===== config.mk =====
export PLATFORM = sky130hd
export DESIGN_NAME = expr_seq_ctrl
export DESIGN_NICKNAME = d
export VERILOG_FILES = /design/src/rtl/expr_seq_ctrl.sv
export SDC_FILE = /design/constraint.sdc
export NUM_CORES = 1
export LEC_CHECK = 0
export CORE_MARGIN = 1
export CORE_UTILIZATION = 45
export CTS_CLUSTER_DIAMETER = 150
export DETAILED_ROUTE_END_ITERATION = 12
export MAX_ROUTING_LAYER = met4
export PLACE_DENSITY_LB_ADDON = 0.25
export SLEW_MARGIN = 20
export SYNTH_ARGS = -nofsm -noshare
export SYNTH_HDL_FRONTEND = slang
export SYNTH_SLANG_ARGS = --single-unit

===== constraint.sdc =====
create_clock -name clk -period 1.6 [get_ports clk]
set_input_delay 0.32 -clock clk [delete_from_list [all_inputs] [get_ports clk]]
set_output_delay 0.32 -clock clk [all_outputs]
set_load 0.05 [all_outputs]

===== src/rtl/expr_seq_ctrl.sv =====
// expr_seq_ctrl: replays a loadable program of control words onto the
// expression-solver datapath, one word per cycle, with hold, abort and
// restart-from-done.
//
// state  | meaning
// -------+----------------------------------------------------------------
// S_IDLE | no run; ctrl=0; program writes accepted; start begins a run
// S_RUN  | one word per cycle on ctrl; hold freezes, abort returns to IDLE
// S_DONE | run finished; ctrl=0, completed=1; writes accepted; start reruns
module expr_seq_ctrl #(
    parameter int CTRL_W = 10,
    parameter int DEPTH  = 8,
    parameter int AW     = $clog2(DEPTH)
) (
    input  logic              clk,
    input  logic              rst,
    input  logic              start,
    input  logic              abort,
    input  logic              hold,
    input  logic              prog_we,
    input  logic [AW-1:0]     prog_addr,
    input  logic [CTRL_W-1:0] prog_data,
    input  logic              prog_last,
    output logic [CTRL_W-1:0] ctrl,
    output logic [AW-1:0]     step,
    output logic              busy,
    output logic              completed,
    output logic              prog_err
);

    typedef enum logic [1:0] {
        S_IDLE = 2'd0,
        S_RUN  = 2'd1,
        S_DONE = 2'd2
    } state_t;

    localparam logic [AW-1:0] LAST_STEP = AW'(DEPTH - 1);

    state_t            state;
    state_t            state_nxt;
    logic [CTRL_W-1:0] ctrl_nxt;
    logic [AW-1:0]     step_nxt;
    logic [AW-1:0]     step_inc;
    logic              wr_ok;

    logic [CTRL_W-1:0] mem_word [DEPTH];
    logic              mem_last [DEPTH];

    assign step_inc  = step + 1'b1;
    // Writes are only legal while no run is replaying the memory.
    assign wr_ok     = prog_we && (state != S_RUN);
    assign busy      = (state == S_RUN);
    assign completed = (state == S_DONE);

    // Next-state, next control word and next step index.
    always_comb begin
        state_nxt = state;
        ctrl_nxt  = ctrl;
        step_nxt  = step;
        case (state)
            S_IDLE, S_DONE: begin
                ctrl_nxt = '0;
                // A write in the same cycle as start wins; start is dropped.
                if (start && !prog_we) begin
                    state_nxt = S_RUN;
                    step_nxt  = '0;
                    ctrl_nxt  = mem_word[0];
                end
            end
            S_RUN: begin
                if (abort) begin
                    state_nxt = S_IDLE;
                    ctrl_nxt  = '0;
                    step_nxt  = '0;
                end else if (!hold) begin
                    // The DEPTH-1 check stops a program without a last bit
                    // from wrapping back to step 0.
                    if (mem_last[step] || (step == LAST_STEP)) begin
                        state_nxt = S_DONE;
                        ctrl_nxt  = '0;
                    end else begin
                        step_nxt = step_inc;
                        ctrl_nxt = mem_word[step_inc];
                    end
                end
            end
            default: begin
                state_nxt = S_IDLE;
                ctrl_nxt  = '0;
                step_nxt  = '0;
            end
        endcase
    end

    // State, output and error-pulse registers.
    always_ff @(posedge clk) begin
        if (rst) begin
            state    <= S_IDLE;
            ctrl     <= '0;
            step     <= '0;
            prog_err <= 1'b0;
        end else begin
            state    <= state_nxt;
            ctrl     <= ctrl_nxt;
            step     <= step_nxt;
            prog_err <= prog_we && (state == S_RUN);
        end
    end

    // Program memory: cleared by reset, written only outside a run.
    always_ff @(posedge clk) begin
        if (rst) begin
            for (int i = 0; i < DEPTH; i++) begin
                mem_word[i] <= '0;
                mem_last[i] <= 1'b0;
            end
        end else if (wr_ok) begin
            mem_word[prog_addr] <= prog_data;
            mem_last[prog_addr] <= prog_last;
        end
    end

endmodule


==> results of run 1 <==
## through the flow
stage	worst slack, ns	std cells	total power, W
finish	-0.0563	540	0.00501
CTS	-0.0900	537	0.00503
global placement	-0.499	516	0.00364
detailed placement	-0.540	516	0.00365
floorplan	-0.0390	330	0.00343
global route	-0.113	540	0.00518
## cell usage after synthesis (all sizes together), types with 4 or more instances
master  count
mux2i      10
and2       88
a22oi      11
o21ai      13
nor3        4
buf         7
nor3b       5
clkbuf     10
mux4       21
edfxtp     88
dfxtp      19
or2         8
nor2        8
## power by group
part / leakage (nW) / switching [W] / internal, W / total, W
clock network: 0.0817 / 0.000838 / 0.000567 / 0.00140
registers: 1.05 / 0.0000439 / 0.00312 / 0.00317
logic: 0.991 / 0.000235 / 0.000203 / 0.000438
total: 2.13 / 0.00112 / 0.00389 / 0.00501
## per-layer routing
metal,wire [um],global-route usage (%)
met1,4630,27.1
met2,5140,31.7
met3,524,4.45
met4,46,4.33
met5,0,-
## cells in the final DEF, fill, tap and decap left out, drive strengths merged, types with 2 or more instances in the layout
cell	count
and2	88
edfxtp	88
buf	53
mux4	21
dfxtp	19
clkdlybuf4s50	16
o21ai	13
clkbuf	13
a22oi	11
mux2i	10
or2	10
nor2	8
nor3b	5
nor3	4
nand3b	3
or3b	3
nand2b	3
inv	3
o211ai	3
mux2	2
nand4b	2
a21oi	2
clkinv	2
dlygate4sd2	2
nor2b	2
nand2	2
a31oi	2
ha	2
## what timing repair did
item,CTS,global route
endpoints found under the setup margin,157,118
gates cloned,1,2
endpoints found under the hold margin,0,0
setup buffers,4,0
hold buffers,0,0
resized for setup,21,10
pin swaps,7,14
## critical path: cells and delay by family (launching register included)
| family | cells | cell delay, ns |
|---|---|---|
| flip-flops | 1 | 0.34 |
| AND/OR/NAND/NOR | 4 | 1.02 |
## final cells by class
class	instances	share of cell area (%)
Sequential cell	107	51.6
Multi-Input combinational cell	206	30.8
Timing Repair Buffer	72	11.9
Tap cell	136	2.89
Clock buffer	13	2.36
Clock inverter	3	0.277
Inverter	2	0.128
Antenna cell	1	0.0426
## worst max-delay path by stage
stage,from,endpoint,slack [ns],cells after the start
floorplan,step[1],ctrl[1],-0.04,5
detailed placement,rst,mem_word[1][3],-0.54,5
global placement,rst,mem_word[1][3],-0.50,5
CTS,state[0],mem_word[1][9],-0.09,4
finish,state[0],mem_word[1][9],-0.06,4
global route,state[0],mem_word[1][9],-0.11,4
## sequential cells by signal, summed over array words and instances, names as in the netlist, named ones only
name / cells
mem_word: 80
mem_last: 8
step: 3
state: 2
prog_err: 1
ctrl: 10
## cells by family after synthesis
kind of cell	after synthesis	share of synthesized area, %
multiplexers	33	12.4
AO/OA/AOI/OAI	37	5.20
buffers and inverters	19	1.77
flip-flops	107	62.8
AND/OR/NAND/NOR	132	17.3
adder cells (fa/ha/maj)	2	0.520
==> results.py, run 1 <==
metrics = {
    "critical_path": {
        "max_stage_delay_ns": 0.41,
        "r2r_end": "mem_word[1][9]",
        "worstPathArrival_ns": 1.71,
        "r2r_cells": 4,
        "path_class": "flip-flop to flip-flop",
        "startpoint_type": "flip-flop",
        "r2r-start": "state[0]",
        "crit_path_cell_trace": "nor2b_4 -> or3b_4 -> nor3_4 -> or2_4",
        "rrSetupSlack_ns": -0.06,
        "cp.required_ns": 1.66,
        "slowest_stage": "or3b_4",
        "endpoint_kind": "flip-flop",
        "crit_fanout": 6,
    },
    "placed_design": {
        "io_buffers": 35,
        "place_area_um2": 5600,
        "dp_hpwl_mm": 7.20,
        "place.gp.congestion": 0.796,
    },
    "cts": {
        "numCtsBuffers": 9,
        "htreeDepth": 3,
        "clk_pin_slew_ns": 0.10,
        "cts_tree": "built",
        "cts.sink_count": 107,
        "clk_latency_ns": 0.35,
        "root_buffer": "clkbuf_8",
        "cts_buffer_depth": 2,
    },
    "worst_hold_path": {
        "worst_hold_path.endpoint": "ctrl[9]",
        "hold_path.class": "flip-flop to flip-flop",
        "whs_path_depth": 2,
        "min_from": "ctrl[9]",
    },
    "flow_run": {
        "drv_cap": 0,
    },
    "timing": {
        "worst_slew_pin_slew_ns": 0.331,
        "hold_ws_ns": 0.502,
        "post-route-period-util_pct": 104,
        "max_freq_mhz": 604,
        "slew_viol_final": 0,
        "finalSetupViolations": 37,
        "slew_headroom_pct": 77.9,
        "period_minus_slack_ns": 1.66,
        "fin_skew_ns": 0.0140,
        "rsz0062_at_grt": "true",
        "fin_tns_setup_ns": -0.723,
        "hold_viol": 0,
        "fin_ws_ns": -0.0563,
    },
    "routing": {
        "first_pass_iters": 4,
        "viasPerCell": 5.38,
        "routed_wl_mm": 10.3,
        "vias": 2903,
        "drtIter0Drc": 154,
        "antenna_left": 0,
        "wl_per_cell_um": 19.2,
        "drc": 0,
    },
    "synth": {
        "synth-seq-area-share_pct": 62.8,
        "syn_inst": 330,
        "yosysTopAreaCellShare_pct": 54.9,
        "syn_avg_cell_area_um2": 14.6,
        "ys.flop_type": "edfxtp_1",
        "async_flop_share_pct": 0,
        "yosys_warnings": 0,
        "synth_nets": 352,
        "synth_area_leader_cell": "edfxtp_1",
        "yosys_register_bits": 107,
        "synthTopCellsByArea": "edfxtp_1 (55%), and2_1 (11%), mux4_2 (9.8%)",
        "synth_edf_count": 88,
        "synth.cell_area_um2": 4810,
        "ys_types": 42,
    },
    "floorplanning": {
        "die_h_um": 105,
        "die_area_um2": 11100,
        "rows": 37,
        "dieWidth_um": 105,
        "boundaryPins": 36,
        "start_util_pct": 46.4,
        "fp.coreArea_um2": 10400,
    },
    "final_layout": {
        "nFillCells": 860,
        "design_area_um2": 5880,
        "syn_to_final_growth_pct": 22.1,
        "drive_gt1_share_pct": 30.0,
        "multi_input_area_um2": 1810,
        "seq_area_um2": 3030,
        "layout.nets": 420,
        "post-route-util_pct": 56.7,
    },
    "grt": {
        "grt.total_usage_pct": 20.2,
        "grt_pass1_wl_mm": 15.9,
        "first_global_vias": 2949,
        "grt_max_degree": 24,
        "antenna_found_initial": 1,
        "grt_overflow": 0,
    },
    "power": {
        "irDropWorstVdd_v": 0.000517,
        "p_leak_nw": 2.13,
        "power_density_nw_per_um2": 852,
    },
    "status": {
        "status": "finished, violations left",
        "violations": "negative setup slack",
    },
}
(Power assumes the default switching activity.)
==> run 2, diff against run 1 <==
--- a/config.mk
+++ b/config.mk
@@ -5,7 +5,7 @@
 export SDC_FILE = /design/constraint.sdc
 export NUM_CORES = 1
 export LEC_CHECK = 0
-export CORE_MARGIN = 1
+export CORE_MARGIN = 1.5
 export CORE_UTILIZATION = 45
 export CTS_CLUSTER_DIAMETER = 150
 export DETAILED_ROUTE_END_ITERATION = 12
==> run 2 against run 1 <==
  * The flow still finishes with violations (negative setup slack)
  * Wire length grew 3.3%
  * Hold slack lost 0.040 ns
  * Via count grew 2.4%
  * Register-to-register slack lost 0.04 ns
  * Critical endpoint is now mem_word[0][8]
  * Largest cell class unchanged
  * Largest power group unchanged
==> results.py, run 2 (synthesis gave the netlist of run 1 again) <==
metrics = {
    "status": {
        "status": "finished, violations left",
        "violations": "negative setup slack",
    },
    "power": {
        "irDropWorstVdd_v": 0.000402,
        "design_power_total_w": 0.00520,
        "switching_power_w": 0.00126,
        "intPower_w": 0.00393,
        "p_sw_share_pct": 24.3,
        "power_density_nw_per_um2": 864,
        "seq_power_share_pct": 60.8,
        "combPwrFrac_pct": 8.9,
        "clkPwrFrac_pct": 30.3,
        "p_leak_nw": 2.17,
    },
    "routing": {
        "routed_wl_mm": 10.7,
        "antenna_left": 0,
        "first_pass_iters": 4,
        "wl_per_cell_um": 19.7,
        "viasPerCell": 5.48,
        "drtIter0Drc": 180,
        "drc": 0,
        "vias": 2973,
    },
    "cts": {
        "root_buffer": "clkbuf_8",
        "cts.sink_count": 107,
        "clk_pin_slew_ns": 0.11,
        "cts_tree": "built",
        "cts_buffer_depth": 2,
        "numCtsBuffers": 9,
        "clk_latency_ns": 0.38,
        "htreeDepth": 3,
    },
    "critical_path": {
        "startpoint_type": "flip-flop",
        "endpoint_kind": "flip-flop",
        "r2r_cells": 4,
        "r2r_end": "mem_word[0][8]",
        "slowest_stage": "or3_4",
        "crit_path_cell_trace": "nor2b_4 -> or3_4 -> nor3_4 -> or2_4",
        "path_class": "flip-flop to flip-flop",
        "rrSetupSlack_ns": -0.1,
        "max_stage_delay_ns": 0.43,
        "cp.required_ns": 1.68,
        "r2r-start": "state[0]",
        "worstPathArrival_ns": 1.78,
        "crit_fanout": 6,
    },
    "timing": {
        "slew_viol_final": 0,
        "slew_headroom_pct": 75.7,
        "worst_slew_pin_slew_ns": 0.363,
        "fin_ws_ns": -0.0976,
        "period_minus_slack_ns": 1.70,
        "post-route-period-util_pct": 106,
        "hold_viol": 0,
        "finalSetupViolations": 48,
        "fin_skew_ns": 0.0173,
        "hold_ws_ns": 0.462,
        "rsz0062_at_grt": "true",
        "max_freq_mhz": 589,
    },
    "grt": {
        "first_global_vias": 3022,
        "grt_overflow": 0,
        "antenna_found_initial": 0,
        "grt_pass1_wl_mm": 16.4,
        "grt_max_degree": 26,
        "grt.total_usage_pct": 20.2,
    },
    "final_layout": {
        "largest_reg_flops": 80,
        "final_cell_mix": "and2_1 (88), edfxtp_1 (88), buf_4 (39)",
        "final_cells": 543,
        "drive_gt1_share_pct": 34.6,
        "diodes": 0,
        "top_register": "mem_word",
        "reg_top3": "mem_word (80), ctrl (10), mem_last (8)",
        "syn_to_final_growth_pct": 25.0,
        "layout.nets": 424,
    },
    "placed_design": {
        "place.gp.congestion": 0.810,
        "dp_hpwl_mm": 7.25,
        "io_buffers": 35,
        "post-place-ws_ns": -0.509,
        "dp_cells": 519,
    },
    "floorplanning": {
        "fp.coreArea_um2": 10400,
        "rows": 37,
        "die_h_um": 106,
        "die_area_um2": 11300,
        "dieWidth_um": 106,
        "start_util_pct": 46.4,
        "boundaryPins": 36,
    },
    "flow_run": {
        "drv_cap": 0,
    },
    "worst_hold_path": {
        "min_from": "rst",
        "worst_hold_path.endpoint": "prog_err",
        "hold_path.class": "input port to flip-flop",
        "whs_path_depth": 4,
    },
}
run 2: layer usage:
metal	GRT usage [%]	vias up	part of all wire, %
met2	31.3	80	49
li1	-	1384	-
met5	-	-	0
met4	6.48	0	1.6
met3	2.58	13	5.1
met1	28.1	1496	44
run 2: how the worst max path moves through the flow:
| stage | start | end | depth (start not counted) |
|---|---|---|---|
| 2_1_floorplan | step[1] | ctrl[1] | 5 |
| 3_3_place_gp | rst | mem_word[1][6] | 5 |
| 3_5_place_dp | rst | mem_word[1][6] | 5 |
| 4_1_cts | state[0] | mem_word[1][8] | 4 |
| 5_1_grt | state[0] | mem_word[0][8] | 4 |
| 6_report | state[0] | mem_word[0][8] | 4 |
run 2: area by class of cell:
class / instances / area [um2]
fill: 844 / 4350
sequential: 107 / 3040
multi-input combinational: 212 / 1930
timing repair buffer: 70 / 688
tap: 136 / 170
clock buffer: 10 / 128
clock inverter: 6 / 55.1
inverter: 2 / 7.51
run 2: worst max-delay path: cells and delay by family (launching register included):
family,cells,cell delay (ns)
DFF,1,0.34
and+or+nand+nor,4,1.07
run 2: repair_timing:
item	CTS	global route
pin swaps	9	18
resized for setup	27	28
buffers inserted	1	0
hold buffers	0	0
gates cloned	3	5
setup endpoints to repair	137	127
run 2: per-stage QoR:
step / cell area, um2 / utilization [%] / setup TNS (ns)
floorplan: 4890 / - / -0.292
global placement: 5630 / 54.3 / -75.86
detailed placement: 5630 / 54.3 / -78.79
CTS: 5890 / 56.8 / -1.53
global route: 6020 / 58.0 / -4.53
finish: 6020 / 58.0 / -2.25
run 2: power by group through the flow:
stage,Combinational (W),Sequential (W),Clock (W)
after global routing,0.000493,0.00317,0.00171
final,0.000461,0.00316,0.00157
after global placement,0.000413,0.00323,0
after CTS,0.000440,0.00316,0.00161
after detailed placement,0.000422,0.00323,0
after floorplan,0.000200,0.00323,0
==> run 3, diff against run 2 <==
--- a/config.mk
+++ b/config.mk
@@ -5,9 +5,10 @@
 export SDC_FILE = /design/constraint.sdc
 export NUM_CORES = 1
 export LEC_CHECK = 0
+export CAP_MARGIN = 0
 export CORE_MARGIN = 1.5
 export CORE_UTILIZATION = 45
-export CTS_CLUSTER_DIAMETER = 150
+export CTS_CLUSTER_DIAMETER = 60
 export DETAILED_ROUTE_END_ITERATION = 12
 export MAX_ROUTING_LAYER = met4
 export PLACE_DENSITY_LB_ADDON = 0.25
==> results of run 3 <==
The final DEF is identical to that of run 2; final timing and power are the same.
